File: src/rtl/dplca_txop_table_ctrl.sv
// D-PLCA TXOP claim table: clear, max-claim/free-pick scan and CLAIMING lookup.
// Define DPLCA_TXOP_AGING_EN to build entries as 2-bit ages decremented on cycle_end.
//
// state   | meaning
// --------+-----------------------------------------------------------
// ST_IDLE | waiting for clear_req (priority) or scan_req
// ST_CLEAR| unclaiming entry idx each cycle, observations dropped
// ST_SCAN | examining entry idx each cycle, results latched on the last
module dplca_txop_table_ctrl #(
    parameter int TABLE_DEPTH = 256,
    parameter int AGE_MAX     = 3
) (
    input  logic       clk,
    input  logic       reset_n,
    input  logic       clear_req,
    output logic       clear_done,
    input  logic       scan_req,
    output logic       scan_done,
    output logic       busy,
    input  logic       obs_valid,
    input  logic [7:0] obs_id,
    input  logic       cycle_end,
    input  logic [7:0] claiming_id,
    output logic       claiming,
    output logic [7:0] max_claim,
    output logic [7:0] free_txop,
    output logic       free_valid
);

    localparam int            IW       = $clog2(TABLE_DEPTH);
    localparam logic [8:0]    DEPTH9   = 9'(TABLE_DEPTH);
    localparam logic [IW-1:0] LAST_IDX = IW'(TABLE_DEPTH - 1);

    typedef enum logic [1:0] {ST_IDLE, ST_CLEAR, ST_SCAN} state_t;

    state_t              state;
    logic [IW-1:0]       idx;
    logic [TABLE_DEPTH-1:0] claimed_vec;
    logic                obs_hit;
    logic [IW-1:0]       obs_idx;
    logic                qry_hit;
    logic                cur_claimed;
    logic [7:0]          acc_max;
    logic [7:0]          acc_free;
    logic                acc_free_vld;
    logic [7:0]          nxt_max;
    logic [7:0]          nxt_free;
    logic                nxt_free_vld;
    logic                take_free;

    assign obs_hit     = obs_valid && ({1'b0, obs_id} < DEPTH9);
    assign obs_idx     = obs_id[IW-1:0];
    assign qry_hit     = {1'b0, claiming_id} < DEPTH9;
    assign cur_claimed = claimed_vec[idx];

`ifdef DPLCA_TXOP_AGING_EN
    localparam logic [1:0] AGE_LOAD = 2'(AGE_MAX);

    logic [1:0] age [TABLE_DEPTH];

    // A load in the same cycle as cycle_end takes precedence over the decrement.
    always_ff @(posedge clk or negedge reset_n) begin
        if (!reset_n) begin
            for (int i = 0; i < TABLE_DEPTH; i++) age[i] <= 2'd0;
        end else if (state == ST_CLEAR) begin
            age[idx] <= 2'd0;
        end else begin
            for (int i = 0; i < TABLE_DEPTH; i++) begin
                if (obs_hit && (obs_idx == IW'(i)))
                    age[i] <= AGE_LOAD;
                else if (cycle_end && (age[i] != 2'd0))
                    age[i] <= age[i] - 2'd1;
            end
        end
    end

    always_comb begin
        claimed_vec = '0;
        for (int i = 0; i < TABLE_DEPTH; i++) claimed_vec[i] = (age[i] != 2'd0);
    end
`else
    logic [TABLE_DEPTH-1:0] flag;
    logic                   unused_cycle_end;

    assign unused_cycle_end = cycle_end;

    always_ff @(posedge clk or negedge reset_n) begin
        if (!reset_n)
            flag <= '0;
        else if (state == ST_CLEAR)
            flag[idx] <= 1'b0;
        else if (obs_hit)
            flag[obs_idx] <= 1'b1;
    end

    assign claimed_vec = flag;
`endif

    always_comb begin
        take_free    = !cur_claimed && (idx != '0) && !acc_free_vld;
        nxt_max      = cur_claimed ? 8'(idx) : acc_max;
        nxt_free     = take_free ? 8'(idx) : acc_free;
        nxt_free_vld = acc_free_vld || take_free;
    end

    always_ff @(posedge clk or negedge reset_n) begin
        if (!reset_n) begin
            state        <= ST_IDLE;
            idx          <= '0;
            busy         <= 1'b0;
            clear_done   <= 1'b0;
            scan_done    <= 1'b0;
            claiming     <= 1'b0;
            max_claim    <= 8'd0;
            free_txop    <= 8'd0;
            free_valid   <= 1'b0;
            acc_max      <= 8'd0;
            acc_free     <= 8'd0;
            acc_free_vld <= 1'b0;
        end else begin
            clear_done <= 1'b0;
            scan_done  <= 1'b0;
            claiming   <= qry_hit && claimed_vec[claiming_id[IW-1:0]];
            case (state)
                ST_IDLE: begin
                    if (clear_req) begin
                        state      <= ST_CLEAR;
                        idx        <= '0;
                        busy       <= 1'b1;
                        max_claim  <= 8'd0;
                        free_txop  <= 8'd0;
                        free_valid <= 1'b0;
                    end else if (scan_req) begin
                        state        <= ST_SCAN;
                        idx          <= '0;
                        busy         <= 1'b1;
                        acc_max      <= 8'd0;
                        acc_free     <= 8'd0;
                        acc_free_vld <= 1'b0;
                    end
                end
                ST_CLEAR: begin
                    idx <= idx + 1'b1;
                    if (idx == LAST_IDX) begin
                        state      <= ST_IDLE;
                        busy       <= 1'b0;
                        clear_done <= 1'b1;
                    end
                end
                ST_SCAN: begin
                    idx          <= idx + 1'b1;
                    acc_max      <= nxt_max;
                    acc_free     <= nxt_free;
                    acc_free_vld <= nxt_free_vld;
                    if (idx == LAST_IDX) begin
                        state      <= ST_IDLE;
                        busy       <= 1'b0;
                        scan_done  <= 1'b1;
                        max_claim  <= nxt_max;
                        free_txop  <= nxt_free;
                        free_valid <= nxt_free_vld;
                    end
                end
                default: begin
                    state <= ST_IDLE;
                    busy  <= 1'b0;
                end
            endcase
        end
    end

endmodule

File: config.mk
export PLATFORM = sky130hd
export DESIGN_NAME = dplca_txop_table_ctrl
export DESIGN_NICKNAME = d
export VERILOG_FILES = /design/src/rtl/dplca_txop_table_ctrl.sv
export SDC_FILE = /design/constraint.sdc
export NUM_CORES = 1
export LEC_CHECK = 0
export ABC_AREA = 1
export BUFFER_PORTS_ARGS = -buffer_cell sky130_fd_sc_hd__buf_2
export CORE_MARGIN = 5
export CORE_UTILIZATION = 50
export DETAILED_ROUTE_END_ITERATION = 16
export PLACE_DENSITY = 0.62
export SKIP_LAST_GASP = 1
export SYNTH_ARGS = -nofsm -noshare
export SYNTH_HDL_FRONTEND = slang
export SYNTH_SLANG_ARGS = --single-unit
File: constraint.sdc
create_clock -name clk -period 5.75 [get_ports clk]
set_clock_uncertainty 0.1 [all_clocks]
set_input_delay 0.575 -clock clk [delete_from_list [all_inputs] [get_ports clk]]
set_output_delay 0.575 -clock clk [all_outputs]
set_load 0.03 [all_outputs]
After elaboration in Yosys (flattened, before gate mapping)

Index checks and enable logic that the tools add are counted.

Divide/modulo/power cells: 0
Reductions and logical operators: 17
Equal/unequal tests: 9
$mul: 0
Mux-type cells: 40
Shifts and indexed selects: 0
$lt $le $gt $ge: 5
Bitwise operators: 3
$add $sub $neg: 1

Operators with widths:

| kind                                                                  | count |
|---|---|
| 256-bit two-way mux                                                   | 2 |
| 256-bit bitwise AND                                                   | 1 |
| 256-bit inverter                                                      | 1 |
| 256-bit bitwise OR                                                    | 1 |
| 8-bit one-hot mux with 2 select lines                                 | 5 |
| 8-bit two-way mux                                                     | 8 |
| 8-bit by 9-bit < comparator with 1-bit output, second input constant  | 3 |
| 1-bit binary-select mux with 8-bit select                             | 2 |
| 1-bit demux with 8-bit select                                         | 2 |
| 8-bit by 1-bit >= comparator with 1-bit output, second input constant | 2 |
| 1-bit two-way mux                                                     | 14 |
| 8-bit by 1-bit adder with 8-bit output, second input constant         | 1 |
| 8-bit == test, second input constant                                  | 1 |
| 2-bit inequality test, second input constant                          | 4 |
| 8-bit nonzero test                                                    | 1 |
| 2-bit two-way mux                                                     | 3 |
| 1-bit one-hot mux with 2 select lines                                 | 3 |
| 3-bit AND reduction                                                   | 2 |
| 2-bit nonzero test                                                    | 3 |
| 1-bit logical AND                                                     | 4 |
| 2-bit one-hot mux with 2 select lines                                 | 1 |
| 2-bit AND reduction                                                   | 2 |
| 3-bit inequality test, second input constant                          | 1 |
| 2-bit by 1-bit == test with 1-bit output, second input constant       | 1 |
| other kinds (6)                                                       | 7 |

Memory bits (writable): 0
Flip-flop bits (word level): 304
Memory bits (read-only): 0
Output and inout bits: 21
Memories kept: 0
Latch bits: 0

Longest topological paths before layout

Gate-level depths: netlist (run 1).

Depth after elaboration: 8
Mapped depth: 21

Least setup slack after synthesis (run 1)

OpenSTA, ideal clock, no wires.

Kind: input -> register
Start point: input port claiming_id[0]
End point: register claiming
Setup slack: 3,415 ps
Data required time: 5,526 ps
Arrival: 2,111 ps
Stages on the path: 12
Path through: clkbuf_1 buf_2 clkbuf_1 a21oi_1 o21ai_0 o21ai_0 o21ai_0 o22ai_1 o21ai_0 o21ai_0 o211ai_1 nand2_1

Cells in the longest elaborated chain, start to end: 2

RTL lines:

| element                                   | line | source |
|---|---|---|
| from (decl)                               | 23   | `input logic [7:0] claiming_id,` |
| 1-bit binary-select mux with 8-bit select | 123  | `claiming <= qry_hit && claimed_vec[claiming_id[IW-1:0]];` |
| 1-bit two-way mux (not written as such)   | 123  |  |
| to (signal assigned)                      | 123  |  |
| to (decl)                                 | 24   | `output logic claiming,` |

Every way passes these cells. The select of a mux whose other input is x is not followed.
A chain may end at the register's enable or synchronous reset.

Worst setup path after layout (run 1)

Start point: register idx[0]
End point: register free_txop[3]

Cells in the longest elaborated chain, start to end: 8

RTL lines:

| element                                   | line | source |
|---|---|---|
| from (decl)                               | 37   | `logic [IW-1:0] idx;` |
| from (signal assigned)                    | 143  | `idx <= idx + 1'b1;` |
| from (signal assigned)                    | 151  | `idx <= idx + 1'b1;` |
| 1-bit binary-select mux with 8-bit select | 54   | `assign cur_claimed = claimed_vec[idx];` |
| 1-bit two-way mux (not written as such)   | 54   |  |
| 1-bit logical NOT                         | 100  | `take_free = !cur_claimed && (idx != '0) && !acc_free_vld;` |
| 1-bit logical AND (2 in series)           | 100  |  |
| 8-bit two-way mux                         | 102  | `nxt_free = take_free ? 8'(idx) : acc_free;` |
| 8-bit two-way mux                         | 155  | `if (idx == LAST_IDX) begin` |
| 8-bit one-hot mux with 2 select lines     | 124  | `case (state)` |
| to (signal assigned)                      | 160  | `free_txop <= nxt_free;` |
| to (decl)                                 | 26   | `output logic [7:0] free_txop,` |

Several ways; a longest one is shown, not always the timed one. The select of a mux whose other input is x is not followed.

==> results.txt, run 1 <==
H-Tree Depth - 2
dpl hpwl - 44800 um
Hold Path Stages - 3
gr ovfl total - 0
Post-Layout Cell Count - 3312
dominant cells by area after synthesis - dfrtp_1, o21ai_0, nand2_1
Final Hold Viols - 0
DR DRC count - 0
most instantiated cells after synthesis - nand2_1, o21ai_0, a21oi_1
Yosys cell types - 36
flops & latches, synth - 304
Cells after DPL - 3241
WL/cell - 22.9 um
Synth top area share - 40.1%
yosys synthesis warning count - 0
CTS tree - yes
Reg clk slew, reported paths - 0.06 ns
die height - 205 um
row count - 71
Pwr Total - 0.00791 W
initial antenna violation count - 4
Post-Layout Inst Area - 0.0205 sq mm
met2 track demand over resource - 52.1%
total CTS buffers - 38
Post-Synthesis Cells - 2844
FFs w/ async S/R, synth - 100%
number of global-route vias before repair - 18800
area grow syn2layout - 8.35%
DR vias - 20400
Crit Path Max Fanout - 73
share of layout cells above drive strength 1 - 5.50%
Clock Sinks - 304
Crit Path Class - reg2reg
first-pass GRT wire length - 114000 um
CTS root buf - clkbuf_16
Net Count, Synth - 2873
Via density - 6.16
R2R cell count - 19
total global-route track usage - 35.5%
post-layout util - 54.7%
largest net degree at the start of global routing - 161
slew margin rel. - 16.7%
setup violators final - 0
crit share post-route - 67.8%
Setup crit start kind - flop
Period minus WS final - 3.90 ns
Die Width - 205 um
Longest Clk Path Bufs - 3
Setup crit end kind - flop
slew at the pin closest to its max-slew limit - 1.24 ns
placed cell areas - 0.0193 sq mm
initial DRC count - 2453
Max Cap Violations - 0
met3 usage - 8.42%
setup TNS - 0 ns
Routed Antenna Nets - 0
final wirelength - 75800 um
HP Class - in2reg
Layout Nets - 2800
VDD IR max - 0.000489 V
LEAKAGE - 9.24 nW
# port buffers - 41
EDFF count, synth - 0
core area - 0.0376 sq mm
Seq/Total Area, Yosys - 40.1%
fill count - 3713
top-level I/O count - 43
count leader, synth - nand2_1
Power Density - 385 mW/mm^2
RSZ-0062 raised after global routing - no
FF-to-FF setup slack - 1.85 ns
routability cong. - 0.951
initial core utilization - 50.5%
Pre-antenna DRT Iters - 6
clock latency on the worst-skew pair - 0.56 ns
Yosys top cell by area - dfrtp_1
Mapped Avg Cell Area - 6.67 sq um
met1 Use GR - 48.6%
status - finished, final reports clean
full die area - 0.0419 sq mm
Mapped Area - 0.0190 sq mm
Fmax - 257 MHz
max-slew violation count - 0
Arrival @ worst endpoint - 4.24 ns
Worst Path Required - 6.09 ns
GRT busiest layer - met2
prevailing post-synth register cell - dfrtp_1
[state kept, by name (all words and copies together), names as in the netlist]
| signal | flops |
|---|---|
| clear_done | 1 |
| acc_free_vld | 1 |
| idx | 8 |
| busy | 1 |
| claiming | 1 |
| state | 2 |
| acc_free | 8 |
| acc_max | 8 |
| free_txop | 8 |
| claimed_vec | 256 |
| scan_done | 1 |
| max_claim | 8 |
| free_valid | 1 |
[critical path, cell delays in order (launching register included)]
cell and delay, ns:
dfrtp_4 0.50, inv_4 0.74, buf_4 0.38, nand2_1 0.08, nand3_1 0.07, nand2_1 0.06, nand2_1 0.05, nand2_1 0.05
nor2_1 0.16, nor2_1 0.06, nor2_1 0.12, nand2_1 0.10, nand2_1 0.09, nand2_2 0.09, nor2_4 0.43, nand3_2 0.29
nand2_1 0.12, nand2_1 0.08, nand3_1 0.08, nand2_1 0.06
[kinds of logic (layout without fill, tap and decap cells)]
group,after synthesis,count (layout),share of synthesized area [%]
adders and majority gates,7,7,0.462
other,0,1,0
and+or+nand+nor,1001,1001,20.7
DFF,304,304,40.1
buffers and inverters,481,437,10.4
muxes,1,1,0.0594
AOI/OAI and AO/OA,1050,1050,28.2
[layout by cell type (no fill, tap or decap), types with 6 or more instances in the layout]
master | Yosys | routed
nor3_1 | 6 | 6
o211ai_1 | 16 | 16
o21ai_1 | 36 | 36
buf_4 | 10 | 37
a21oi_1 | 431 | 431
nor2_1 | 288 | 288
o21ai_0 | 540 | 540
clkbuf_8 | 0 | 8
clkbuf_16 | 0 | 41
nand3_1 | 98 | 98
nand2_1 | 594 | 594
buf_2 | 23 | 38
nand4_1 | 8 | 8
dfrtp_1 | 304 | 302
inv_1 | 285 | 284
o22ai_1 | 13 | 13
ha_1 | 7 | 6
clkbuf_1 | 134 | 10
clkinv_2 | 0 | 7
[repair_timing]
item | in CTS | in global routing
setup endpoints to repair | 0 | 0
resized for setup | 0 | 0
hold buffers | 1 | 0
buffers inserted | 0 | 0
hold endpoints to repair | 80 | 0
[layer usage]
metal  wire (um)  share of wire, %
met2       32100                42
met3        8810                12
met1       30100                40
met5          13             0.017
met4        4750               6.3
[power by group]
part,leakage (nW),switching [W],internal (W)
logic,4.63,0.00229,0.000736
registers,3.97,0.000111,0.00229
clock network,0.630,0.000992,0.00149
[area by class of cell]
cell class	instances	area, sq um	share of cell area, %
antenna	1	2.50	0.0122
clock inverter	10	103	0.499
multi-input combinational	2059	9400	45.7
inverter	289	1090	5.29
timing repair buffer	79	533	2.59
sequential	304	7610	37.0
clock buffer	59	1170	5.71
tap	511	639	3.11
[path summary, 6_finish.rpt]
path | start | to
worst min register to register | free_txop[6]$_DFFE_PN0P_ | free_txop[6]$_DFFE_PN0P_
max in group asynchronous | reset_n | idx[0]$_DFFE_PN0P_
worst max-delay path | idx[0]$_DFFE_PN0P_ | free_txop[3]$_DFFE_PN0P_
worst min-delay path | clear_req | state[0]$_DFFE_PN0P_
worst max register to register | idx[0]$_DFFE_PN0P_ | free_txop[3]$_DFFE_PN0P_
min in group asynchronous | reset_n | claimed_vec[100]$_DFFE_PN0P_
[through the flow]
stage          worst slack [ns]  hold slack (ns)
4_1_cts                    1.97            0.165
6_report                   1.85            0.182
3_5_place_dp               2.00            0.367
5_1_grt                    1.56            0.205
2_1_floorplan              3.42            0.179
3_3_place_gp               1.98            0.361
Power figures use the tool's default switching activity.
==> run 2, diff against run 1 <==
--- a/config.mk
+++ b/config.mk
@@ -10,7 +10,7 @@
 export CORE_MARGIN = 5
 export CORE_UTILIZATION = 50
 export DETAILED_ROUTE_END_ITERATION = 16
-export PLACE_DENSITY = 0.62
+export PLACE_DENSITY = 0.65
 export SKIP_LAST_GASP = 1
 export SYNTH_ARGS = -nofsm -noshare
 export SYNTH_HDL_FRONTEND = slang
==> constraint.sdc (replaced) <==
create_clock -name clk -period 3.4 [get_ports clk]
set_clock_uncertainty 0.1 [all_clocks]
set_input_delay 0.34 -clock clk [delete_from_list [all_inputs] [get_ports clk]]
set_output_delay 0.34 -clock clk [all_outputs]
set_load 0.03 [all_outputs]
==> run 2 against run 1 <==
  * Via count increased by 0.58%
  * Critical endpoint is now acc_free[6]$_DFFE_PN0P_
  * Sequential power increased by 70%
  * Combinational power increased by 78%
  * Setup slack got worse by 1.6 ns
  * Routed wire length decreased by 0.97%
  * Die area unchanged
  * Total power increased by 74%
  * Critical path type unchanged
==> results.txt, run 2 (synthesized netlist as in run 1, its figures left out) <==
LEAKAGE - 9.51 nW
commonest cells after routing, fill and taps aside - nand2_1, o21ai_0, a21oi_1
number of global-route vias before repair - 19000
worst setup path endpoint - acc_free[6]$_DFFE_PN0P_
row count - 71
final wirelength - 75100 um
initial DRC count - 2523
Max Cap Violations - 0
gr ovfl total - 0
crit share post-route - 93.2%
crit-path cells - inv_6 > buf_12 > buf_12 > nand2_1 > nand3_1 > nand2_1 > nand2_1 > nand2_1 > nor2_1 > nor2_1 > nor2_1 > nand2_1 > nand2_1 > nand2_2 > nor2_4 > buf_4 > nand3_2 > nand2_1 > nand2_1 > nand3_1 > nand2_1
Final Hold Viols - 0
Slowest cell on crit path - dfrtp_4
DR vias - 20500
Cells after DPL - 3277
# port buffers - 41
core area - 0.0376 sq mm
R2R cell count - 21
Switching Share - 41.7%
dpl hpwl - 46200 um
slew margin rel. - 19.5%
Worst Path Required - 3.75 ns
Internal Power - 0.00803 W
clock latency on the worst-skew pair - 0.56 ns
Clock Sinks - 304
Arrival @ worst endpoint - 3.51 ns
reg2reg end - acc_free[6]$_DFFE_PN0P_
RSZ-0062 raised after global routing - no
Crit. Startpoint - idx[0]$_DFFE_PN0P_
Psw - 0.00574 W
Gate power share - 39.0%
Post-Layout Cell Count - 3351
Seq pwr share - 29.7%
Clk pwr share - 31.3%
max-slew violation count - 0
worst stage delay on the critical path - 0.57 ns
slew at the pin closest to its max-slew limit - 1.20 ns
most common cell after layout, fill and taps aside - nand2_1
Die Width - 205 um
routability cong. - 0.956
setup TNS - 0 ns
CTS tree - yes
setup violators final - 0
largest net degree at the start of global routing - 122
r2r startpoint - idx[0]$_DFFE_PN0P_
die height - 205 um
Largest register FFs - 256
Layout Nets - 2841
HP Class - in2reg
Period minus WS final - 3.17 ns
total CTS buffers - 37
initial antenna violation count - 3
Reg clk slew, reported paths - 0.06 ns
VDD IR max - 0.000411 V
DR DRC count - 0
Crit Path Class - reg2reg
Via density - 6.13
Setup crit start kind - flop
Pre-antenna DRT Iters - 7
WL/cell - 22.4 um
H-Tree Depth - 2
Setup crit end kind - flop
top-level I/O count - 43
FF-to-FF setup slack - 0.23 ns
Routed Antenna Nets - 0
full die area - 0.0419 sq mm
most used cell, CP - nand2_1
first-pass GRT wire length - 114000 um
Power Density - 654 mW/mm^2
Fmax - 316 MHz
total global-route track usage - 35.3%
initial core utilization - 50.5%
Crit Path Max Fanout - 24
Longest Clk Path Bufs - 3
status - finished, final reports clean
share of layout cells above drive strength 1 - 6.83%
area grow syn2layout - 11.0%
CTS root buf - clkbuf_16
-- run 2: cell count changes in the layout (fill, tap and decap cells not counted), sizes merged --
cell and change:
buf +40, dlygate4sd3 +2, bufinv +4, inv +1, clkbuf -8
-- run 2: area by class of cell --
cell class,count,area (sq um)
sequential,304,7610
tap,511,639
inverter,289,1090
multi-input combinational,2059,9400
timing repair buffer,121,1020
clock buffer,51,1070
fill,3610,16500
antenna,1,2.50
clock inverter,15,231
-- run 2: power by group through the flow --
stage                     logic (W)  registers, W  clock network, W
after floorplan             0.00355       0.00411                 0
after global placement      0.00507       0.00414                 0
after detailed placement    0.00513       0.00415                 0
after CTS                   0.00515       0.00408           0.00435
after global routing        0.00585       0.00412           0.00449
final                       0.00537       0.00409           0.00430
-- run 2: worst min-delay path by stage --
| stage | slack (ns) | endpoint | depth (start not counted) | startpoint |
|---|---|---|---|---|
| final | 0.02 | claiming$_DFF_PN0_ | 3 | claiming_id[7] |
| after global routing | 0.04 | claiming$_DFF_PN0_ | 3 | claiming_id[7] |
| after CTS | 0.004 | claiming$_DFF_PN0_ | 3 | claiming_id[7] |
| after detailed placement | 0.22 | claimed_vec[38]$_DFFE_PN0P_ | 1 | reset_n |
| after global placement | 0.22 | claimed_vec[38]$_DFFE_PN0P_ | 1 | reset_n |
| after floorplan | -0.06 | acc_free[0]$_DFFE_PN0P_ | 0 | reset_n |
-- run 2: layer usage --
| metal | up-vias | wire [um] | global-route usage, % | part of all wire [%] |
|---|---|---|---|---|
| li1 | 9293 | - | - | - |
| met1 | 9655 | 29200 | 47.7 | 39 |
| met2 | 1280 | 31800 | 51.6 | 42 |
| met3 | 306 | 9310 | 9.47 | 12 |
| met4 | 2 | 4710 | 19.5 | 6.3 |
| met5 | - | 18 | 0 | 0.024 |
-- run 2: stage by stage --
step / setup slack [ns] / util, % / area, sq um / total power [W] / hold WS (ns)
3_3_place_gp: 0.330 / 52.4 / 19700 / 0.00921 / 0.219
4_1_cts: 0.236 / 55.9 / 21000 / 0.0136 / 0.00376
2_1_floorplan: 1.14 / - / 19000 / 0.00766 / -0.0556
5_1_grt: 0.0177 / 56.0 / 21100 / 0.0145 / 0.0414
3_5_place_dp: 0.277 / 52.4 / 19700 / 0.00927 / 0.218
6_report: 0.231 / 56.0 / 21100 / 0.0138 / 0.0231
-- run 2: repair_timing --
item,in CTS,in global routing
setup endpoints to repair,0,23
resized for setup,0,1
endpoints found under the hold margin,56,0
buffers inserted,0,4
hold buffers,3,0
-- run 2: worst max-delay path, delay by kind of cell (launching register included) --
family                 cells  cell delay [ns]
buffers and inverters      4             0.73
AND/OR/NAND/NOR           17             1.63
flip-flops                 1             0.57
